`config.mk`:
```
export PLATFORM = sky130hd
export DESIGN_NAME = sound_arbiter
export DESIGN_NICKNAME = d
export VERILOG_FILES = /design/src/rtl/sound_arbiter_pkg.sv /design/src/rtl/sound_arbiter_prio_enc.sv /design/src/rtl/sound_arbiter.sv
export SDC_FILE = /design/constraint.sdc
export NUM_CORES = 1
export LEC_CHECK = 0
export BUFFER_PORTS_ARGS = -buffer_cell sky130_fd_sc_hd__buf_2
export CORE_MARGIN = 1.5
export CORE_UTILIZATION = 45
export DETAILED_ROUTE_END_ITERATION = 8
export GPL_TIMING_DRIVEN = 0
export HOLD_SLACK_MARGIN = 0.15
export PLACE_DENSITY = 0.67
export SLEW_MARGIN = 0
export SYNTH_ARGS = -nofsm -noshare
export SYNTH_HDL_FRONTEND = slang
export SYNTH_SLANG_ARGS = --single-unit
export TNS_END_PERCENT = 50
```
`constraint.sdc`:
```
create_clock -name clk -period 2.41 [get_ports clk]
set_input_delay 0 -clock clk [delete_from_list [all_inputs] [get_ports clk]]
set_output_delay 0 -clock clk [all_outputs]
set_load 0.03 [all_outputs]
```
`src/rtl/sound_arbiter_pkg.sv`:
```
// Shared sound types, source enum, default durations and the source-to-sound map
// used by the playback arbiter.
package sound_arbiter_pkg;

  typedef enum logic [2:0] {
    SOUND_NONE  = 3'd0,
    SOUND_CHOMP = 3'd1,
    SOUND_FRUIT = 3'd2,
    SOUND_POWER = 3'd3,
    SOUND_DEATH = 3'd4
  } sound_t;

  // Source index doubles as priority: a higher value preempts a lower one.
  typedef enum logic [1:0] {
    SRC_CHOMP = 2'd0,
    SRC_FRUIT = 2'd1,
    SRC_POWER = 2'd2,
    SRC_DEATH = 2'd3
  } sound_src_t;

  typedef enum logic [1:0] {
    ST_IDLE = 2'd0,
    ST_PLAY = 2'd1,
    ST_GAP  = 2'd2
  } arb_state_t;

  localparam int DEF_DUR_CHOMP = 2000;
  localparam int DEF_DUR_FRUIT = 4000;
  localparam int DEF_DUR_POWER = 8000;
  localparam int DEF_DUR_DEATH = 12000;
  localparam int DEF_GAP_TICKS = 80;

  function automatic sound_t src_to_sound(input sound_src_t src);
    case (src)
      SRC_CHOMP: return SOUND_CHOMP;
      SRC_FRUIT: return SOUND_FRUIT;
      SRC_POWER: return SOUND_POWER;
      SRC_DEATH: return SOUND_DEATH;
      default:   return SOUND_NONE;
    endcase
  endfunction

endpackage

```
`src/rtl/sound_arbiter_prio_enc.sv`:
```
// 4-to-2 highest-set-bit encoder with a valid flag; bit 3 has top priority.
module sound_prio_enc
  import sound_arbiter_pkg::*;
(
  input  logic [3:0] vec,
  output logic       valid,
  output sound_src_t idx
);

  always_comb begin
    valid = |vec;
    idx   = SRC_CHOMP;
    if (vec[3])      idx = SRC_DEATH;
    else if (vec[2]) idx = SRC_POWER;
    else if (vec[1]) idx = SRC_FRUIT;
  end

endmodule

```
`src/rtl/sound_arbiter.sv`:
```
// Shares the single audio channel between the game sound requesters: fixed
// priority with preemption, a pending queue for lower requests, tick-timed play/gap.
module sound_arbiter
  import sound_arbiter_pkg::*;
#(
  parameter int DUR_CHOMP = DEF_DUR_CHOMP,
  parameter int DUR_FRUIT = DEF_DUR_FRUIT,
  parameter int DUR_POWER = DEF_DUR_POWER,
  parameter int DUR_DEATH = DEF_DUR_DEATH,
  parameter int GAP_TICKS = DEF_GAP_TICKS,
  parameter int CNT_WIDTH = 16
) (
  input  logic       clk,
  input  logic       rst_n,
  input  logic       tick_8khz,
  input  logic [3:0] req,
  input  logic       mute,
  output sound_t     sound_type,
  output logic       busy,
  output logic [1:0] active_src,
  output logic       done
);

  localparam logic [CNT_WIDTH-1:0] CNT_ONE = CNT_WIDTH'(1);

  arb_state_t           state, state_d;
  logic [CNT_WIDTH-1:0] cnt, cnt_d;
  logic [3:0]           pending, pending_d, merged;
  sound_src_t           src, src_d;
  logic                 done_d;
  logic                 req_valid, pend_valid;
  sound_src_t           req_idx, pend_idx;

  // Requests arriving this cycle are folded into the queue before it is encoded.
  assign merged = pending | req;

  sound_prio_enc u_req_enc (.vec(req),    .valid(req_valid),  .idx(req_idx));
  sound_prio_enc u_pend_enc(.vec(merged), .valid(pend_valid), .idx(pend_idx));

  function automatic logic [CNT_WIDTH-1:0] dur_of(input sound_src_t s);
    case (s)
      SRC_CHOMP: return CNT_WIDTH'(DUR_CHOMP);
      SRC_FRUIT: return CNT_WIDTH'(DUR_FRUIT);
      SRC_POWER: return CNT_WIDTH'(DUR_POWER);
      default:   return CNT_WIDTH'(DUR_DEATH);
    endcase
  endfunction

  function automatic logic [3:0] bit_of(input sound_src_t s);
    return 4'b0001 << s;
  endfunction

  always_comb begin
    state_d   = state;
    cnt_d     = cnt;
    pending_d = pending;
    src_d     = src;
    done_d    = 1'b0;
    case (state)
      ST_IDLE: begin
        if (req_valid) begin
          state_d   = ST_PLAY;
          src_d     = req_idx;
          cnt_d     = dur_of(req_idx);
          pending_d = merged & ~bit_of(req_idx);
        end
      end
      // Retrigger or preempt reloads and swallows a coinciding tick; the
      // preempted source is simply dropped.
      ST_PLAY: begin
        if (req_valid && (req_idx >= src)) begin
          src_d     = req_idx;
          cnt_d     = dur_of(req_idx);
          pending_d = merged & ~bit_of(req_idx);
        end else begin
          pending_d = merged;
          if (tick_8khz) begin
            if (cnt <= CNT_ONE) begin
              state_d = ST_GAP;
              cnt_d   = CNT_WIDTH'(GAP_TICKS);
              done_d  = 1'b1;
            end else begin
              cnt_d = cnt - CNT_ONE;
            end
          end
        end
      end
      ST_GAP: begin
        pending_d = merged;
        if (tick_8khz) begin
          if (cnt <= CNT_ONE) begin
            if (pend_valid) begin
              state_d   = ST_PLAY;
              src_d     = pend_idx;
              cnt_d     = dur_of(pend_idx);
              pending_d = merged & ~bit_of(pend_idx);
            end else begin
              state_d = ST_IDLE;
              cnt_d   = '0;
            end
          end else begin
            cnt_d = cnt - CNT_ONE;
          end
        end
      end
      default: begin
        state_d   = ST_IDLE;
        cnt_d     = '0;
        pending_d = '0;
      end
    endcase
  end

  // Outputs are registered from the next-state values so a request shows up
  // in the cycle right after the edge that sampled it.
  always_ff @(posedge clk or negedge rst_n) begin
    if (!rst_n) begin
      state      <= ST_IDLE;
      cnt        <= '0;
      pending    <= '0;
      src        <= SRC_CHOMP;
      sound_type <= SOUND_NONE;
      busy       <= 1'b0;
      done       <= 1'b0;
    end else begin
      state      <= state_d;
      cnt        <= cnt_d;
      pending    <= pending_d;
      src        <= src_d;
      busy       <= (state_d != ST_IDLE);
      done       <= done_d;
      sound_type <= (state_d == ST_PLAY && !mute) ? src_to_sound(src_d) : SOUND_NONE;
    end
  end

  assign active_src = src;

endmodule
```
Word level (Yosys, flattened, before mapping)
Cells that the tools add are included.
Word-level totals
  register bits after elaboration: 29
  bits of input ports: 8
  output and inout port bits: 7
  word-level logic and storage cells: 83
Cells by class
  $add $sub $neg: 1
  order comparisons: 2
  equal/unequal tests: 13
  shifts and indexed selects: 2
  mux-type cells: 42
  bitwise operators: 5
  reduce and logical (&&, ||, !) cells: 11
Operator list (number)
  16-bit 2-to-1 mux: 7
  14-bit case mux with 3 select lines: 2
  16-bit case mux with 3 select lines: 1
  2-bit 2-to-1 mux: 15
  4-bit 2-to-1 mux: 5
  16-bit by 1-bit less-or-equal comparator with 1-bit output (second input constant): 1
  16-bit by 1-bit subtractor with 16-bit output (second input constant): 1
  2-bit case mux with 3 select lines: 2
  3-bit case mux with 4 select lines: 1
  4-bit case mux with 3 select lines: 1
  2-bit by 1-bit == test with 1-bit output (second input constant): 5
  2-bit == test (second input constant): 5
  4-bit bitwise AND: 2
  2-bit logical NOT: 4
  4-bit inverter: 2
  4-bit OR reduction: 2
  1-bit by 2-bit left shift with 4-bit output (first input constant): 2
  1-bit 2-to-1 mux: 7
  2-bit inequality test (second input constant): 2
  4-bit OR: 1
  3-bit 2-to-1 mux: 1
  3-bit inequality test (second input constant): 1
  3-bit AND reduction: 1
  2-bit >= comparator: 1
  other kinds (3): 4

Longest topological paths before layout
Gate-level depths: netlist (run 1).
  word-level depth: 11
  mapped depth: 12
  depth with buffers taken out: 10

By module
A second synthesis (run 1) with hierarchy kept.
Second synthesis, totals
  cells, all modules: 246
  area total of the unflattened synthesis: 2009.4 um^2
Modules (own cells, without submodules)
  sound_arbiter: instances 1, cells each 238, area each 1961.9 um^2, seq. area each 725.7 um^2
  sound_prio_enc: instances 2, cells each 4, area each 23.8 um^2, seq. area each 0.0 um^2

Worst setup path before layout (run 1)
No wires, ideal clock.
  path kind: input -> register
  start: in req[3]
  end: reg sound_type[1]
  library setup time: 119 ps
  arrival time: 2397 ps
  data required time: 2291 ps
  slack: -106 ps
  cell stages on the path: 12
  path buffers: 3
  cell sequence: clkbuf_1 > clkbuf_1 > a21oi_1 > ha_1 > nand2b_1 > a21o_1 > clkbuf_1 > o211ai_1 > o211ai_1 > a211o_1 > ha_1 > and2_1
Between the ends
  longest elaborated chain between the ends: 9
  elaborated cells between the ends (all ways): 27
  those cells by class: 1 x order compare; 4 x eq/ne; 16 x mux; 1 x bitwise; 5 x reduce/logical
Ends and longest elaborated chain
  from (decl): RTL line sound_arbiter.sv:16  | input logic [3:0] req,
  4-bit OR: RTL line sound_arbiter.sv:35  | assign merged = pending | req;
  4-bit OR reduction or 2-bit 2-to-1 mux (tied branches): RTL line sound_arbiter_prio_enc.sv:11, sound_arbiter_prio_enc.sv:13
  2-bit 2-to-1 mux: RTL line sound_arbiter.sv:92  | if (pend_valid) begin
  2-bit 2-to-1 mux: RTL line sound_arbiter.sv:91  | if (cnt <= CNT_ONE) begin
  2-bit 2-to-1 mux: RTL line sound_arbiter.sv:90  | if (tick_8khz) begin
  2-bit case mux with 3 select lines *: RTL line sound_arbiter.sv:59  | case (state)
  named net src_d[0]: RTL line sound_arbiter.sv:29  | sound_src_t src, src_d;
  2-bit == test, or another cell as far along: RTL line sound_arbiter_pkg.sv:34  | case (src)
  3-bit case mux with 4 select lines *: RTL line sound_arbiter_pkg.sv:34
  3-bit 2-to-1 mux *: RTL line sound_arbiter.sv:132  | sound_type <= (state_d == ST_PLAY && !mute) ? src_to_sound(src_d) : SOUND_NONE;
  to (signal assigned): RTL line sound_arbiter.sv:132
  to (decl): RTL line sound_arbiter.sv:18  | output sound_t sound_type,
The timed path passes the listed nets; every way through them passes the cells marked *.
A chain may end at the register's enable or synchronous reset.

Worst setup path in the final report (run 1)
  start: reg cnt[4]
  end: reg sound_type[1]
Between the ends
  elaborated cells between the ends (all ways): 18
  those cells by class: 1 x order compare; 4 x eq/ne; 11 x mux; 2 x reduce/logical
RTL lines
  from (decl): RTL line sound_arbiter.sv:27  | logic [CNT_WIDTH-1:0] cnt, cnt_d;
  from (signal assigned): RTL line sound_arbiter.sv:127  | cnt <= cnt_d;
  16-bit by 1-bit less-or-equal comparator with 1-bit output *: RTL line sound_arbiter.sv:91
  2-bit 2-to-1 mux *: RTL line sound_arbiter.sv:91
  2-bit 2-to-1 mux *: RTL line sound_arbiter.sv:90
  2-bit case mux with 3 select lines *: RTL line sound_arbiter.sv:59
  named net src_d[1]: RTL line sound_arbiter.sv:29
  2-bit == test, or another cell as far along: RTL line sound_arbiter_pkg.sv:34
  3-bit case mux with 4 select lines *: RTL line sound_arbiter_pkg.sv:34
  3-bit 2-to-1 mux *: RTL line sound_arbiter.sv:132
Marked as above.

==> results of run 1 <==
[how the worst max path moves through the flow]
stage,slack (ns),endpoint
floorplan,0.03,sound_type[1]$_DFF_PN0_
global placement,-0.70,cnt[3]$_DFFE_PN0P_
detailed placement,-0.71,cnt[3]$_DFFE_PN0P_
CTS,-0.07,sound_type[1]$_DFF_PN0_
global route,-0.07,sound_type[1]$_DFF_PN0_
finish,0.009,sound_type[1]$_DFF_PN0_
[registers in the layout, indices dropped and copies added, names as in the netlist]
register,count
done,1
cnt,16
sound_type,3
active_src,2
busy,1
pending,4
state,2
[tightest hold or removal path, cell delays in order]
cell	delay, ns
buf_6	0.11
nor3_1	0.08
nor3_1	0.15
a21oi_1	0.05
o21ai_1	0.07
[routing by layer]
metal,vias up,track usage,wire length [um]
met1,1104,0.348,2740
met3,33,0.0442,465
met5,-,0,0
met2,124,0.404,3150
li1,1079,-,-
met4,0,0.153,317
[placed cells by master (no fill, tap or decap), types with 6 or more instances in the layout]
master,count
o21ai_0,6
o211ai_1,6
nor2_1,29
nor3_1,7
inv_1,9
buf_2,14
nand2_1,34
o21ai_1,7
nand3_1,9
dfrtp_1,24
buf_4,17
a21oi_1,16
[cell families after synthesis]
kind of cell	share of synthesized area
flip-flops	0.330
AO/OA/AOI/OAI	0.282
AND/OR/NAND/NOR	0.281
XOR/XNOR	0.0159
multiplexers	0.00909
buffers and inverters	0.0545
adder cells (fa/ha/maj)	0.0284
[layout make-up]
class                           instances  area [um^2]
Timing Repair Buffer                   32          223
Inverter                               10         37.5
Buffer                                 14         82.6
Clock inverter                          2         35.0
Multi-Input combinational cell        216         1460
Clock buffer                            6         72.6
Tap cell                               67         83.8
Fill cell                             407         2000
Sequential cell                        29          732
[metrics by stage]
| step | utilization | worst slack, ns | TNS, ns |
|---|---|---|---|
| 6_report | 0.577 | 0.00896 | 0 |
| 5_1_grt | 0.577 | -0.0734 | -0.0734 |
| 4_1_cts | 0.548 | -0.0731 | -0.0731 |
| 3_5_place_dp | 0.498 | -0.706 | -10.68 |
| 3_3_place_gp | 0.498 | -0.702 | -10.53 |
| 2_1_floorplan | - | 0.0306 | 0 |
[power groups by stage]
stage / logic, mW / clock network (mW) / registers (mW)
3_5_place_dp: 1.27 / 0 / 0.804
4_1_cts: 1.35 / 0.517 / 0.815
3_3_place_gp: 1.26 / 0 / 0.801
5_1_grt: 1.67 / 0.541 / 0.861
6_report: 1.55 / 0.513 / 0.837
2_1_floorplan: 0.910 / 0 / 0.839
[repair_timing]
item | 4_1_cts | 5_1_grt
setup buffers | 4 | 11
gates resized for setup | 9 | 21
hold buffers | 5 | 0
hold endpoints to repair | 35 | 0
setup endpoints to repair | 20 | 17
pin swaps | 2 | 12
==> impl_metrics.yaml, run 1 <==
floorplan:
  die_y_um: 73.0
  dieArea_um2: 5320
  initial_core_util: 0.466
  die-width_um: 73.0
  fp.coreArea_um2: 4720
  rows: 25
  pin_count: 15
final_layout:
  fin_nets: 321
  areaGrowthSynthToFinish_pct: 23.9
  stdcell_area_um2: 2730
  final_layout_size_suffix_gt1_frac: 0.243
  layout.cells.non_filler: 376
  antenna_cells: 0
logic_synthesis:
  synthesis.nets: 284
  yosysWarnings: 0
  syn_area_um2: 2200
  synthFlopType: "dfrtp_1"
  synthDistinctLibCells: 66
  syn_area_per_cell_um2: 8.13
  ys_seq_area_frac: 0.330
  synth-edff-count: 0
  postSynthCellCount: 271
  synth_top_area_frac: 0.330
  async_flop_share: 1.00
  synth_common_cells: "34 x nand2_1, 30 x nor2_1, 29 x dfrtp_1, 18 x a21oi_1"
  synthMostInstantiatedCell: "nand2_1"
  yosys.area.top_type: "dfrtp_1"
  synth_area_leaders: "dfrtp_1 33%, nand2_1 5.8%, nor2_1 5.1%, a21oi_1 4.1%, ha_1 2.8%"
  ys_seq_elements: 29
min_path:
  hold-path-endpoint: "cnt[11]$_DFFE_PN0P_"
  timing.hold.worst.start: "req[1]"
  hold_path.class: "input port to register"
  holdPathStages: 5
global_route:
  grt_use_total: 0.262
  grt_pass1_wl_um: 10500
  grt_overflow: 0
  grt_start_max_net_pins: 30
  grt_pass1_vias: 2067
  antenna_found_initial: 0
detailed_routing:
  vias_per_cell: 6.22
  drt_iter0_markers: 216
  ant_nets: 0
  wirelength_um: 6680
  vias: 2340
  drc: 0
  dr.pass1.iters: 5
  wl_per_cell_um: 17.8
setup_path:
  rr_worst_depth: 8
  crit_cells: 8
  crit_arrival_ns: 2.59
  path_cells: "or4_4 -> nor3_4 -> nand4b_1 -> buf_4 -> a21oi_2 -> a221oi_2 -> ha_1 -> and2_1"
  r2r_slack_ns: 0.009
  critPathTopFamily: "simple AND/OR/NAND/NOR gates"
  end_kind: "register"
  crit_type: "register to register"
  crit_required_ns: 2.60
  start_kind: "register"
  cpMaxStageDelayCell: "or4_4"
  cp-startpoint: "cnt[4]$_DFFE_PN0P_"
  crit_path_max_incr_delay_ns: 0.57
  crit_buf_inv: 1
  r2r_start: "cnt[4]$_DFFE_PN0P_"
  worstReg2RegEnd: "sound_type[1]$_DFF_PN0_"
  worstPathMaxFanout: 4
cts:
  cts_made_buffers: 5
  cts_buffer_depth: 2
  clkLatencyLatePin_ns: 0.29
  cts_sinks: 29
  cts-root-buf: "clkbuf_8"
  cts.htree.levels: 2
  cts_tree: "yes"
  clk_pin_slew_ns: 0.07
place:
  dpl_cell_area_um2: 2350
  gp_congestion: 0.961
  dpl.hpwl_um: 4550
  dp.cells: 350
  io_buffers: 12
power_and_ir_drop:
  p_clk_frac: 0.177
  seqPwrFrac: 0.289
  finalPower_mw: 2.90
  vdd_drop_max_uv: 562
  power_frac_comb: 0.534
  power_switching_mw: 1.27
  power_density_nw_per_um2: 1060
  p_int_mw: 1.62
  p_leak_nw: 1.09
  p_sw_frac: 0.439
timing:
  period_share: 0.996
  fin_hold_ws_ns: 0.217
  slew_violations: 0
  clock_skew_ns: 0.0106
  setup_viol: 0
  hold_viol_final: 0
  fmax_mhz: 416
  rsz0062_at_grt: "yes"
  final.min_clock_period_ns: 2.40
  tightest_slew_ns: 0.762
  relSlewSlack: 0.487
job:
  max_cap_viol_count: 0
status:
  outcome: "finished clean"
No activity file was read; power rests on OpenSTA's default activity.
==> inputs of run 2 (changes only) <==
--- a/config.mk
+++ b/config.mk
@@ -6,6 +6,7 @@
 export NUM_CORES = 1
 export LEC_CHECK = 0
 export BUFFER_PORTS_ARGS = -buffer_cell sky130_fd_sc_hd__buf_2
+export CORE_ASPECT_RATIO = 1.25
 export CORE_MARGIN = 1.5
 export CORE_UTILIZATION = 45
 export DETAILED_ROUTE_END_ITERATION = 8
==> run 2 against run 1 <==
Against the previous run:
- the run now ends with negative setup slack left
- via count down 0.90%
- combinational power down 5%
- routed wire length up 2.4%
- critical path depth down 1
- design area down 1.7%
- non-clock buffer count down 3
- clock skew down 0.0055 ns
- clock power up 3.9%
- worst setup slack worse by 0.039 ns
- critical path type unchanged
- largest cell class unchanged
==> impl_metrics.yaml, run 2 (synthesized netlist as in run 1, its figures left out) <==
status:
  outcome: "complete, but fails checks"
  violations: "negative setup slack"
cts:
  cts_tree: "yes"
  cts_sinks: 29
  clk_pin_slew_ns: 0.07
  clkLatencyLatePin_ns: 0.29
  cts-root-buf: "clkbuf_8"
  cts_buffer_depth: 2
  cts_made_buffers: 5
  cts.htree.levels: 2
timing:
  period_share: 1.01
  rsz0062_at_grt: "yes"
  hold_viol_final: 0
  tightest_slew_ns: 0.844
  layout_setup_ws_ns: -0.0305
  fmax_mhz: 410
  final.min_clock_period_ns: 2.44
  slew_violations: 0
  clock_skew_ns: 0.00503
  setup_viol: 1
  fin_hold_ws_ns: 0.194
  setup_tns_ns: -0.0305
  relSlewSlack: 0.432
power_and_ir_drop:
  vdd_drop_max_uv: 468
  power_switching_mw: 1.24
  power_frac_comb: 0.522
  p_sw_frac: 0.436
  seqPwrFrac: 0.291
  p_clk_frac: 0.188
  p_int_mw: 1.60
  power_density_nw_per_um2: 1060
  p_leak_nw: 1.07
floorplan:
  die_y_um: 81.2
  initial_core_util: 0.466
  pin_count: 15
  die-width_um: 65.6
  dieArea_um2: 5320
  fp.coreArea_um2: 4730
  rows: 28
global_route:
  antenna_found_initial: 0
  grt_pass1_wl_um: 11000
  grt_start_max_net_pins: 30
  grt_pass1_vias: 2219
  grt_use_total: 0.274
  grt_overflow: 0
setup_path:
  worstPathMaxFanout: 4
  cpMaxStageDelayCell: "or4_4"
  path_cells: "or4_4 -> nor3_4 -> nand4b_1 -> and3_1 -> a211o_1 -> ha_1 -> and2_1"
  end_kind: "register"
  crit_type: "register to register"
  start_kind: "register"
  crit_arrival_ns: 2.63
  crit_path_max_incr_delay_ns: 0.56
  crit_required_ns: 2.59
place:
  dpl_cell_area_um2: 2340
  gp_congestion: 0.964
  io_buffers: 12
  dpl.hpwl_um: 4750
final_layout:
  areaGrowthSynthToFinish_pct: 21.7
  stdcell_area_um2: 2680
  final_layout_size_suffix_gt1_frac: 0.222
  top_regs: "cnt x16, pending x4, sound_type x3"
  layout_commonest_cell: "nand2_1"
  layout_common_cells: "34 x nand2_1, 28 x nor2_1, 26 x dfrtp_1, 17 x a21oi_1"
  largest_register_ffs: 16
  top_register: "cnt"
  antenna_cells: 0
  fin_nets: 318
  n_fill_cell: 444
job:
  max_cap_viol_count: 0
detailed_routing:
  drc: 0
  vias_per_cell: 6.34
  dr.pass1.iters: 5
  wl_per_cell_um: 18.7
  ant_nets: 0
  wirelength_um: 6840
  vias: 2319
  drt_iter0_markers: 207
min_path:
  hold_path.class: "input port to register"
-- run 2: per-layer routing --
layer,routed length (um),track usage
met1,2600,0.316
met3,432,0.0374
met5,0,0
met4,326,0.163
met2,3480,0.482
-- run 2: power groups by stage --
stage          sequential [mW]  combinational, mW  clock, mW
4_1_cts                  0.819               1.42      0.549
5_1_grt                  0.848               1.61      0.566
3_3_place_gp             0.802               1.25          0
6_report                 0.826               1.48      0.533
3_5_place_dp             0.808               1.26          0
2_1_floorplan            0.839              0.910          0
-- run 2: cell type report --
cell class | count | area [um^2] | share of cell area
Buffer | 14 | 78.8 | 0.0294
Inverter | 10 | 37.5 | 0.0140
Multi-Input combinational cell | 216 | 1450 | 0.539
Timing Repair Buffer | 29 | 198 | 0.0738
Clock buffer | 7 | 86.3 | 0.0322
Sequential cell | 29 | 729 | 0.272
Tap cell | 60 | 75.1 | 0.0280
Clock inverter | 1 | 30.0 | 0.0112
-- run 2: repair_timing --
action,in CTS,in global routing
buffers inserted,11,2
pin swaps,7,2
endpoints found under the setup margin,20,16
cloned,0,0
endpoints found under the hold margin,36,0
hold buffers,4,0
gates resized for setup,15,6
-- run 2: path summary, 6_finish.rpt --
check                           depth (start not counted)                 endpoint  slack, ns           startpoint
worst max-delay path                                    7  sound_type[1]$_DFF_PN0_      -0.03   cnt[4]$_DFFE_PN0P_
worst min-delay path                                    4       cnt[6]$_DFFE_PN0P_       0.19               req[1]
worst max register to register                          7  sound_type[1]$_DFF_PN0_      -0.03   cnt[4]$_DFFE_PN0P_
worst min register to register                          2      cnt[13]$_DFFE_PN0P_       0.52  cnt[13]$_DFFE_PN0P_
max in group asynchronous                               2       cnt[4]$_DFFE_PN0P_       1.63                rst_n
min in group asynchronous                               2       state[0]$_DFF_PN0_       0.29                rst_n
-- run 2: stage by stage --
stage               total power, mW  utilization  instances  worst slack [ns]
floorplan                      1.75            -        271            0.0306
global placement               2.05        0.495        343            -0.676
detailed placement             2.07        0.495        343            -0.674
global route                   3.03        0.567        366           -0.0787
finish                         2.84        0.567        366           -0.0305
CTS                            2.79        0.560        364          -0.00764
-- run 2: critical path, delay by kind of cell (launching register included) --
| kind | cells | cell delay, ns |
|---|---|---|
| AO/OA/AOI/OAI | 1 | 0.29 |
| AND/OR/NAND/NOR | 5 | 1.34 |
| adder cells (fa/ha/maj) | 1 | 0.28 |
| flip-flops | 1 | 0.42 |
==> inputs of run 3 (changes only) <==
--- a/config.mk
+++ b/config.mk
@@ -12,7 +12,8 @@
 export DETAILED_ROUTE_END_ITERATION = 8
 export GPL_TIMING_DRIVEN = 0
 export HOLD_SLACK_MARGIN = 0.15
-export PLACE_DENSITY = 0.67
+export PLACE_DENSITY = 0.64
+export SETUP_SLACK_MARGIN = 0.15
 export SLEW_MARGIN = 0
 export SYNTH_ARGS = -nofsm -noshare
 export SYNTH_HDL_FRONTEND = slang
==> constraint.sdc (replaced) <==
create_clock -name clk -period 2.7 [get_ports clk]
set_input_delay 0 -clock clk [delete_from_list [all_inputs] [get_ports clk]]
set_output_delay 0 -clock clk [all_outputs]
set_load 0.03 [all_outputs]
==> run 3 against run 2 <==
Against the previous run:
- the flow now finishes without violations
- clock skew decreased by 0.0012 ns
- via count decreased by 2.6%
- cell count decreased by 1.9%
- core utilization decreased by 2.2 points
- critical path type unchanged
- largest power group unchanged
==> impl_metrics.yaml, run 3 (synthesized netlist as in run 1, its figures left out) <==
power_and_ir_drop:
  vdd_drop_max_uv: 524
  power_switching_mw: 1.06
  power_density_nw_per_um2: 910
  p_int_mw: 1.28
  p_sw_frac: 0.452
  power_frac_comb: 0.516
  p_leak_nw: 1.03
  seqPwrFrac: 0.311
  p_clk_frac: 0.172
timing:
  tightest_slew_ns: 0.780
  relSlewSlack: 0.475
  fmax_mhz: 398
  hold_viol_final: 0
  period_share: 0.930
  setup_viol: 0
  slew_violations: 0
  final.min_clock_period_ns: 2.51
  rsz0062_at_grt: "yes"
  setup_tns_ns: 0
  clock_skew_ns: 0.00381
detailed_routing:
  wirelength_um: 6510
  vias: 2258
  drc: 0
  vias_per_cell: 6.29
  ant_nets: 0
  wl_per_cell_um: 18.1
  drt_iter0_markers: 220
  dr.pass1.iters: 5
final_layout:
  final_layout_size_suffix_gt1_frac: 0.184
  largest_register_ffs: 16
  layout.cells.non_filler: 359
  n_fill_cell: 473
  top_regs: "cnt x16, pending x4, sound_type x3"
  fin_nets: 311
  layout_common_cells: "34 x nand2_1, 30 x nor2_1, 29 x dfrtp_1, 16 x buf_2, 16 x a21oi_1"
  areaGrowthSynthToFinish_pct: 17.0
  layout_commonest_cell: "nand2_1"
  top_register: "cnt"
  antenna_cells: 0
min_path:
  timing.hold.worst.start: "req[1]"
  hold_path.class: "input port to register"
  holdPathStages: 4
  hold-path-endpoint: "cnt[6]$_DFFE_PN0P_"
global_route:
  grt_overflow: 0
  grt_pass1_wl_um: 10500
  grt_start_max_net_pins: 30
  antenna_found_initial: 0
  grt_use_total: 0.264
  grt_pass1_vias: 2100
setup_path:
  crit_type: "register to register"
  crit_path_max_incr_delay_ns: 0.56
  critPathTopFamily: "simple AND/OR/NAND/NOR gates"
  cpMaxStageDelayCell: "or4_4"
  worstReg2RegEnd: "sound_type[1]$_DFF_PN0_"
  r2r_slack_ns: 0.19
  start_kind: "register"
  end_kind: "register"
  crit_buf_inv: 2
  r2r_start: "cnt[4]$_DFFE_PN0P_"
  rr_worst_depth: 9
  worstPathMaxFanout: 7
  path_cells: "buf_2 -> or4_4 -> nor3_2 -> nand4b_1 -> buf_4 -> a21oi_1 -> a221oi_2 -> ha_1 -> and2_1"
  crit_required_ns: 2.88
  crit_arrival_ns: 2.69
floorplan:
  rows: 28
  fp.coreArea_um2: 4730
  dieArea_um2: 5320
  die_y_um: 81.2
  pin_count: 15
  die-width_um: 65.6
  initial_core_util: 0.466
place:
  gp_congestion: 0.941
  io_buffers: 12
  dp.cells: 343
  dpl.hpwl_um: 4670
cts:
  cts.htree.levels: 2
  cts-root-buf: "clkbuf_8"
  cts_tree: "yes"
  clk_pin_slew_ns: 0.06
  clkLatencyLatePin_ns: 0.29
  cts_buffer_depth: 2
  cts_sinks: 29
  cts_made_buffers: 5
job:
  max_cap_viol_count: 0
status:
  outcome: "finished clean"
run 3: cell types whose count changed in the layout (fill, tap and decap cells not counted), sizes merged:
cell    change
buf         -7
clkinv      +1
bufinv      -1
run 3: area by class of cell:
cell class / count / area, um^2 / area share
plain buffers: 16 / 87.6 / 0.0340
clock buffers: 7 / 96.3 / 0.0374
clock inverters: 1 / 5.00 / 0.00194
inverters: 10 / 37.5 / 0.0146
multi-input cells: 216 / 1420 / 0.551
flip-flops and latches: 29 / 726 / 0.282
well taps: 60 / 75.1 / 0.0291
repair buffers: 20 / 130 / 0.0505
run 3: worst max-delay path by stage:
stage | start | endpoint | slack, ns | cells past startpoint
global placement | req[2] | cnt[3]$_DFFE_PN0P_ | -0.64 | 12
finish | cnt[4]$_DFFE_PN0P_ | sound_type[1]$_DFF_PN0_ | 0.19 | 9
global route | cnt[4]$_DFFE_PN0P_ | sound_type[1]$_DFF_PN0_ | 0.09 | 8
detailed placement | req[2] | cnt[3]$_DFFE_PN0P_ | -0.60 | 12
floorplan | req[3] | sound_type[1]$_DFF_PN0_ | 0.18 | 12
CTS | cnt[8]$_DFFE_PN0P_ | sound_type[1]$_DFF_PN0_ | 0.16 | 9
run 3: timing repair:
item / 4_1_cts / 5_1_grt
setup endpoints to repair: 20 / 14
endpoints found under the hold margin: 35 / 0
setup buffers: 2 / 2
gates resized for setup: 8 / 8
hold buffers: 4 / 0
pin swaps: 1 / 5
run 3: per-layer routing:
layer	up-vias	track usage	wire length, um
met5	-	0	0
met4	0	0.152	350
met3	35	0.0499	417
met2	114	0.428	3110
met1	1050	0.326	2630
li1	1059	-	-
run 3: power by group through the flow:
stage          clock network, mW  logic [mW]  registers [mW]
6_report                   0.404        1.21           0.730
5_1_grt                    0.437        1.34           0.756
4_1_cts                    0.415        1.17           0.717
3_5_place_dp                   0        1.12           0.717
3_3_place_gp                   0        1.13           0.714
2_1_floorplan                  0       0.809           0.747
run 3: per-stage QoR:
step	utilization	worst slack, ns	total power, mW	hold slack, ns	cell area (um^2)
finish	0.545	0.189	2.34	0.172	2580
global route	0.545	0.0874	2.53	0.237	2580
CTS	0.535	0.155	2.30	0.154	2530
detailed placement	0.494	-0.596	1.84	0.0809	2340
global placement	0.494	-0.643	1.84	0.0744	2340
floorplan	-	0.184	1.56	-0.296	2200
run 3: worst reg2reg max path, cell delays in order (launching register included):
cell and delay [ns]:
dfrtp_1 0.36, buf_2 0.17, or4_4 0.56, nor3_2 0.21
nand4b_1 0.18, buf_4 0.22, a21oi_1 0.18, a221oi_2 0.11
ha_1 0.29, and2_1 0.13
